$ cat src/rtl/serial_arith_pkg.sv
// Shared definitions for the bit-serial arithmetic blocks.
//
// Contents:
//   DEFAULT_WIDTH - default operand width for serial units
//   state_e       - FSM state encoding shared by the serial adder/subtractor
//                   (ST_IDLE=0, ST_SHIFT=1, ST_DONE=2)
package serial_arith_pkg;

    localparam int DEFAULT_WIDTH = 8;

    typedef enum logic [1:0] {
        ST_IDLE  = 2'd0,
        ST_SHIFT = 2'd1,
        ST_DONE  = 2'd2
    } state_e;

endpackage

$ cat src/rtl/full_subtractor.sv
// One-bit full subtractor stage: di = xi - yi - bi, with borrow out.
//
// Ports:
//   xi - minuend bit
//   yi - subtrahend bit
//   bi - borrow in
//   di - difference bit
//   bo - borrow out
module full_subtractor (
    input  logic xi,
    input  logic yi,
    input  logic bi,
    output logic di,
    output logic bo
);

    assign di = xi ^ yi ^ bi;
    // Borrow when yi exceeds xi outright, or when they are equal and a
    // borrow is already pending from the lower bit.
    assign bo = (~xi & yi) | (~(xi ^ yi) & bi);

endmodule

$ cat src/rtl/serial_subtractor.sv
// Bit-serial subtractor: computes x - y (mod 2^WIDTH) one bit per clock,
// LSB first, through a single full_subtractor stage and a borrow flop.
//
// Handshake: start is sampled only in IDLE; the accepting edge latches x/y.
// The operation then takes WIDTH SHIFT cycles; done pulses for one cycle
// while d/bout become valid, and d/bout hold until the next accepted start.
// start during SHIFT or DONE is ignored and never queued.
//
// Ports:
//   clk   - rising-edge clock
//   rst   - synchronous active-high reset
//   start - operation request (IDLE only)
//   x, y  - minuend / subtrahend, captured on accepted start
//   busy  - high while in SHIFT
//   done  - one-cycle pulse when results are valid
//   d     - difference, held
//   bout  - final borrow (x < y unsigned), held
//   ovf   - signed overflow, only when SERIAL_SUB_OVF_EN is defined
//
// Optional feature macro: SERIAL_SUB_OVF_EN
module serial_subtractor
    import serial_arith_pkg::*;
#(
    parameter  int WIDTH = DEFAULT_WIDTH,
    localparam int CNT_W = $clog2(WIDTH + 1)
) (
    input  logic             clk,
    input  logic             rst,
    input  logic             start,
    input  logic [WIDTH-1:0] x,
    input  logic [WIDTH-1:0] y,
    output logic             busy,
    output logic             done,
    output logic [WIDTH-1:0] d,
    output logic             bout
`ifdef SERIAL_SUB_OVF_EN
    ,
    output logic             ovf
`endif
);

    localparam logic [CNT_W-1:0] LAST_BIT = CNT_W'(WIDTH - 1);

    state_e           state_q, state_d;
    logic [WIDTH-1:0] xs_q, xs_d;
    logic [WIDTH-1:0] ys_q, ys_d;
    logic [WIDTH-1:0] ds_q, ds_d;
    logic             borrow_q, borrow_d;
    logic [CNT_W-1:0] cnt_q, cnt_d;
    logic [WIDTH-1:0] d_q, d_d;
    logic             bout_q, bout_d;
`ifdef SERIAL_SUB_OVF_EN
    logic             ovf_q, ovf_d;
`endif

    logic             di, bo;
    logic [WIDTH-1:0] ds_shift;

    full_subtractor u_stage (
        .xi (xs_q[0]),
        .yi (ys_q[0]),
        .bi (borrow_q),
        .di (di),
        .bo (bo)
    );

    // Difference bits enter at the top so that after WIDTH shifts the
    // first (LSB) result bit has reached position 0.
    assign ds_shift = {di, ds_q[WIDTH-1:1]};

    always_comb begin
        state_d  = state_q;
        xs_d     = xs_q;
        ys_d     = ys_q;
        ds_d     = ds_q;
        borrow_d = borrow_q;
        cnt_d    = cnt_q;
        d_d      = d_q;
        bout_d   = bout_q;
`ifdef SERIAL_SUB_OVF_EN
        ovf_d    = ovf_q;
`endif
        case (state_q)
            ST_IDLE: begin
                if (start) begin
                    state_d  = ST_SHIFT;
                    xs_d     = x;
                    ys_d     = y;
                    borrow_d = 1'b0;
                    cnt_d    = '0;
                end
            end
            ST_SHIFT: begin
                xs_d     = xs_q >> 1;
                ys_d     = ys_q >> 1;
                ds_d     = ds_shift;
                borrow_d = bo;
                cnt_d    = cnt_q + 1'b1;
                if (cnt_q == LAST_BIT) begin
                    state_d = ST_DONE;
                    d_d     = ds_shift;
                    bout_d  = bo;
`ifdef SERIAL_SUB_OVF_EN
                    // Borrow into the MSB stage differing from borrow out
                    // of it is exactly the signed overflow condition.
                    ovf_d   = borrow_q ^ bo;
`endif
                end
            end
            ST_DONE: begin
                state_d = ST_IDLE;
            end
            default: begin
                state_d = ST_IDLE;
            end
        endcase
    end

    always_ff @(posedge clk) begin
        if (rst) begin
            state_q  <= ST_IDLE;
            xs_q     <= '0;
            ys_q     <= '0;
            ds_q     <= '0;
            borrow_q <= 1'b0;
            cnt_q    <= '0;
            d_q      <= '0;
            bout_q   <= 1'b0;
`ifdef SERIAL_SUB_OVF_EN
            ovf_q    <= 1'b0;
`endif
        end else begin
            state_q  <= state_d;
            xs_q     <= xs_d;
            ys_q     <= ys_d;
            ds_q     <= ds_d;
            borrow_q <= borrow_d;
            cnt_q    <= cnt_d;
            d_q      <= d_d;
            bout_q   <= bout_d;
`ifdef SERIAL_SUB_OVF_EN
            ovf_q    <= ovf_d;
`endif
        end
    end

    assign busy = (state_q == ST_SHIFT);
    assign done = (state_q == ST_DONE);
    assign d    = d_q;
    assign bout = bout_q;
`ifdef SERIAL_SUB_OVF_EN
    assign ovf  = ovf_q;
`endif

endmodule

$ cat config.mk
export PLATFORM = sky130hd
export DESIGN_NAME = serial_subtractor
export DESIGN_NICKNAME = d
export VERILOG_FILES = /design/src/rtl/serial_arith_pkg.sv /design/src/rtl/full_subtractor.sv /design/src/rtl/serial_subtractor.sv
export SDC_FILE = /design/constraint.sdc
export NUM_CORES = 1
export LEC_CHECK = 0
export CORE_MARGIN = 5
export CORE_UTILIZATION = 46
export CTS_CLUSTER_DIAMETER = 30
export DETAILED_ROUTE_END_ITERATION = 8
export PLACE_DENSITY = 0.74
export SLEW_MARGIN = 20
export SYNTH_ARGS = -nofsm -noshare
export SYNTH_HDL_FRONTEND = slang
export SYNTH_HIERARCHICAL = 1
export SYNTH_SLANG_ARGS = --single-unit
$ cat constraint.sdc
create_clock -name clk -period 1.4 [get_ports clk]
set_clock_uncertainty 0.2 [all_clocks]
set_input_delay 0.28 -clock clk [delete_from_list [all_inputs] [get_ports clk]]
set_output_delay 0.28 -clock clk [all_outputs]
set_load 0.01 [all_outputs]
==> results of run 1 <==
## power breakdown
part           total, uW  switching [uW]  internal, uW
sequential          1200            35.5          1160
clock                560             364           196
combinational        363             180           183
## state kept, by name (all words and copies together) (netlist names)
register / flops
cnt_q: 4
bout: 1
ys_q: 8
state_q: 2
xs_q: 8
ds_q: 7
d: 8
borrow_q: 1
## layer usage
layer  GRT usage  routed length (um)
met4      0.0830                  60
met3      0.0445                 157
met1       0.219                1960
met5           0                   0
met2       0.283                2240
## layout make-up
| cell class | count | area [sq um] |
|---|---|---|
| clock inverters | 1 | 5.00 |
| well taps | 46 | 57.6 |
| fillers | 279 | 1100 |
| flip-flops and latches | 39 | 803 |
| inverters | 6 | 28.8 |
| clock buffers | 7 | 45.0 |
| multi-input cells | 135 | 923 |
| repair buffers | 51 | 449 |
| repair inverters | 1 | 7.51 |
## worst register-to-register path, stage by stage, from the launching register on
cell     delay, ns
dfxtp_2       0.35
inv_2         0.04
fa_1          0.53
nand3_1       0.07
a21oi_1       0.15
## cell families after synthesis
family / count (synthesis) / share of synthesized area
AND/OR/NAND/NOR: 68 / 0.174
AO/OA/AOI/OAI: 64 / 0.274
flip-flops: 39 / 0.471
buffers and inverters: 22 / 0.0612
adder cells (fa/ha/maj): 2 / 0.0196
## layout by cell type (no fill, tap or decap), types with 2 or more instances in the layout
cell type and n:
dfxtp_1 23, nand2b_4 2, a21oi_2 3, a21oi_1 14
inv_1 2, buf_2 10, nand3_1 10, nand2_1 18
a211oi_2 6, clkinvlp_4 2, clkdlybuf4s50_1 17, o31ai_1 7
o2bb2ai_1 12, buf_4 16, inv_2 2, buf_6 5
clkbuf_4 5, dfxtp_2 15, a22oi_2 3, o21ba_4 2
a211oi_1 10, nor2_1 32, o22ai_1 2, buf_12 2
clkbuf_1 2
## stage by stage
stage | hold WS (ns) | worst slack, ns
2_1_floorplan | 0.228 | 0.0205
3_3_place_gp | 0.246 | -0.266
3_5_place_dp | 0.260 | -0.400
4_1_cts | 0.277 | -0.0785
5_1_grt | 0.302 | -0.121
6_report | 0.276 | -0.0652
## path summary, 6_finish.rpt
kind	end	start
worst min register to register	d[2]$_SDFFE_PP0P_	d[2]$_SDFFE_PP0P_
worst min-delay path	d[2]$_SDFFE_PP0P_	d[2]$_SDFFE_PP0P_
worst max-delay path	done	state_q[1]$_SDFFE_PP0P_
worst max register to register	d[7]$_SDFFE_PP0P_	ys_q[0]$_SDFFE_PP0P_
## repair_timing
action	in CTS	in global routing
cloned	1	1
resized for setup	69	33
buffers inserted	0	7
endpoints found under the setup margin	38	32
pin swaps	4	10
==> flow_summary.ini, run 1 <==
[global_route]
grt_max_degree = 22
grt_usage = 0.176
antenna_found_initial = 0
grt_pass1_wl_mm = 6.96
grt.overflow.total = 0
grt_pass1_vias = 1457

[floorplan]
die_w_um = 70.0
die-area_sq_um = 4900
num_rows = 21
core_area_sq_um = 3420
start_util = 0.485
die_h_um = 70.0
ios = 30

[detailed_routing]
dr.pass1.iters = 4
postRouteAntennaNets = 0
drt_wl_total_mm = 4.42
via_count = 1581
viasPerCell = 5.53
drc = 0
wl_per_cell_um = 15.4
drtIter0Drc = 116

[sta]
rsz0062_at_grt = true
maxSlewViolCount = 0
period_share = 1.05
totalNegativeSetupSlack_ns = -0.145
hold_viol = 0
worst_slack_ns = -0.0652
slew_headroom = 0.817
max_freq_mhz = 682
setup_viol = 3
worst_pin_slew_ns = 0.272
fin_crit_ns = 1.47

[place]
place_hpwl_mm = 2.84
gp_congestion = 0.796
placed_area_sq_um = 2050
io_buffers = 29
dp.cells = 269

[synth]
post-synth-top-area-cell = dfxtp_1
synth_area_per_cell_sq_um = 8.50
synth_edf_count = 0
synth_top_cell_area_share = 0.471
syn_nets = 216
synth-seq-cells = 39
synthCells = 195
ys_async_sr_fraction = 0
ys_top_cells_by_count = dfxtp_1, nor2_1, nand2_1
yosysSeqAreaShare = 0.471
synth_ff_type = dfxtp_1
syn_area_sq_um = 1660
yosysUniqueCellTypes = 26
yosysMostFrequentCell = dfxtp_1
yosysWarningCount = 6
synthTopCellsByArea = dfxtp_1, a211oi_1, nor2_1

[clocking]
tritoncts = done
ctsHtreeMaxLevel = 2
cts.path.max_buffers = 2
clock_latency_ns = 0.35
clockRootBuffer = clkbuf_4
clk_pin_slew_ns = 0.11
hold_buffers = 0
cts_sinks = 39
cts_buffers = 5

[worst_setup_path]
critPathMaxStageDelay_ns = 0.35
critPathArrivalTime_ns = 0.99
path_cells = inv_1, nor2_1, buf_2
critical_path_required_ns = 0.92
cp_num_cells = 3
critPathTopFamily = flip-flops
r2r_cells = 4
rrSetupSlack_ns = -0.02
crit_buf_inv = 2
critical_path.slowest_cell = dfxtp_2
critPathMaxFanout = 3
startpoint_type = register
setup.worst_path.end_class = primary output
critical_path_class = reg2out

[flow_run]
maxCapViolations = 0

[layout]
finalNonFillerCells = 286
finish.instance_area_sq_um = 2320
diodes = 0
syn2layout_area_growth_pct = 40.0
layout-drive-gt1-share = 0.342
fin_util = 0.679
layout.nets = 260

[status]
violations = setup timing
status = finished with violations

[min_path]
min_path_type = reg2reg
hold-path-cell-count = 2

[pwr]
finalPower_uw = 2120
ir_worst_vdd_uv = 472
power.density_nw_per_um2 = 914
leakagePower_uw = 0.000876
Note: power is estimated with default switching activity, not from simulation.
==> run 2, diff against run 1 <==
Settings changed: ABC_CLOCK_PERIOD_IN_PS set to 1400.
==> results of run 2 <==
Same layout as run 1: the final DEF is identical, and so are final timing and power.
==> run 3, diff against run 2 <==
--- a/config.mk
+++ b/config.mk
@@ -11,4 +11,5 @@
 export CTS_CLUSTER_DIAMETER = 30
 export DETAILED_ROUTE_END_ITERATION = 8
+export HOLD_SLACK_MARGIN = 0.08
 export PLACE_DENSITY = 0.74
 export SLEW_MARGIN = 20
@@ -17,2 +18,3 @@
 export SYNTH_HIERARCHICAL = 1
 export SYNTH_SLANG_ARGS = --single-unit
+export TNS_END_PERCENT = 1
==> constraint.sdc (replaced) <==
create_clock -name clk -period 1.4 [get_ports clk]
set_clock_uncertainty 0.2 [all_clocks]
set_input_delay 0.21 -clock clk [delete_from_list [all_inputs] [get_ports clk]]
set_output_delay 0.21 -clock clk [all_outputs]
set_load 0.01 [all_outputs]
==> flow_summary.ini, run 3 (synthesis results as in run 1) <==
[place]
place_hpwl_mm = 2.77
io_buffers = 29
pre_cts_ws_ns = -0.303
gp_congestion = 0.792
dp.cells = 270

[status]
violations = setup timing
status = finished with violations

[global_route]
grt_pass1_vias = 1482
grt.overflow.total = 0
grt_usage = 0.162
antenna_found_initial = 0
grt_pass1_wl_mm = 6.51
grt_max_degree = 40

[pwr]
finalPower_uw = 2180
power.density_nw_per_um2 = 966
leakagePower_uw = 0.000825
ir_worst_vdd_uv = 769

[worst_setup_path]
critPathTopFamily = flip-flops
critical_path_class = reg2reg
r2r_cells = 5
critical_path.slowest_cell = dfxtp_4
setup.worst_path.end_class = register
critical_path_required_ns = 1.45
path_cells = buf_8, buf_6, nor2_1, o2bb2ai_1, a211oi_1
startpoint_type = register
critPathMaxFanout = 9
crit_buf_inv = 2
critPathMaxStageDelay_ns = 0.42
critPathArrivalTime_ns = 1.45
cp_num_cells = 5

[floorplan]
start_util = 0.485
die_w_um = 70.0
core_area_sq_um = 3420
die-area_sq_um = 4900
die_h_um = 70.0
num_rows = 21
ios = 30

[detailed_routing]
drtIter0Drc = 105
wl_per_cell_um = 15.4
viasPerCell = 5.56
drt_wl_total_mm = 4.30
drc = 0
via_count = 1558
postRouteAntennaNets = 0
dr.pass1.iters = 4

[layout]
finalNonFillerCells = 280
fin_util = 0.661
final_cell_mix = dfxtp_1, nor2_1, nand2_1, clkdlybuf4s50_1
layout-drive-gt1-share = 0.214
diodes = 0
mostFrequentLayoutCell = dfxtp_1
syn2layout_area_growth_pct = 36.3
layout.nets = 254

[clocking]
cts.path.max_buffers = 2
clockRootBuffer = clkbuf_4
ctsHtreeMaxLevel = 2
hold_buffers = 0
cts_buffers = 5
clk_pin_slew_ns = 0.11
tritoncts = done
cts_sinks = 39
clock_latency_ns = 0.34

[sta]
maxSlewViolCount = 0
worst_pin_slew_ns = 0.283
hold_viol = 0
worst_slack_ns = -0.00453
setup_viol = 2
slew_headroom = 0.809
max_freq_mhz = 712
rsz0062_at_grt = true
fin_crit_ns = 1.40
period_share = 1.00

[min_path]
min_path_type = reg2reg
hold-path-cell-count = 2

[flow_run]
maxCapViolations = 0
-- run 3: cell count changes in the layout (fill, tap and decap cells not counted), moves of 5 or more --
cell and delta:
buf_2 -9, a211oi_1 +5, dfxtp_1 +10, a211oi_2 -5
dfxtp_2 -10, clkdlybuf4s15_1 +7, buf_4 -7
-- run 3: where the power goes --
| part | leakage [uW] | internal [uW] | total, uW | switching, uW |
|---|---|---|---|---|
| registers | 0.000321 | 1160 | 1200 | 36.4 |
| logic | 0.000465 | 166 | 332 | 166 |
| clock network | 0.0000386 | 296 | 653 | 357 |
| total | 0.000825 | 1620 | 2180 | 560 |
-- run 3: layout make-up --
cell class	count	area, sq um
Clock buffer	8	68.8
Fill cell	287	1160
Inverter	6	28.8
Multi-Input combinational cell	135	870
Sequential cell	39	791
Tap cell	46	57.6
Timing Repair Buffer	45	435
Timing Repair inverter	1	7.51
-- run 3: through the flow --
step           area, sq um  setup TNS [ns]  hold slack, ns
2_1_floorplan         1660               0           0.158
3_3_place_gp          2060           -3.50           0.249
3_5_place_dp          2060           -5.16           0.259
4_1_cts               2120           -1.40           0.277
5_1_grt               2260          -0.408           0.290
6_report              2260        -0.00557           0.276
-- run 3: per-layer routing --
metal  wire [um]  GRT usage  share of wire  vias up
met5           0          0              0        -
met4          40     0.0596         0.0093        0
met3         157     0.0502          0.036        6
met2        2150      0.261           0.50       38
met1        1950      0.202           0.45      740
li1            -          -              -      774
-- run 3: worst register-to-register path: stages, from the launching register on --
cell and delay (ns):
dfxtp_4 0.42, buf_8 0.15, buf_6 0.14, nor2_1 0.05, o2bb2ai_1 0.12, a211oi_1 0.24
-- run 3: repair_timing --
item                                    CTS  global route
setup buffers                             0             0
endpoints found under the setup margin   37            42
cloned                                    0             2
pin swaps                                 0            11
gates resized for setup                  22            41
-- run 3: final timing paths --
| kind | startpoint | end | slack (ns) |
|---|---|---|---|
| max | state_q[0]$_SDFFE_PP0P_ | ys_q[3]$_SDFFE_PP0P_ | -0.005 |
| min | ds_q[1]$_SDFFE_PP0P_ | ds_q[1]$_SDFFE_PP0P_ | 0.28 |
| max reg2reg | state_q[0]$_SDFFE_PP0P_ | ys_q[3]$_SDFFE_PP0P_ | -0.005 |
| min reg2reg | ds_q[1]$_SDFFE_PP0P_ | ds_q[1]$_SDFFE_PP0P_ | 0.28 |
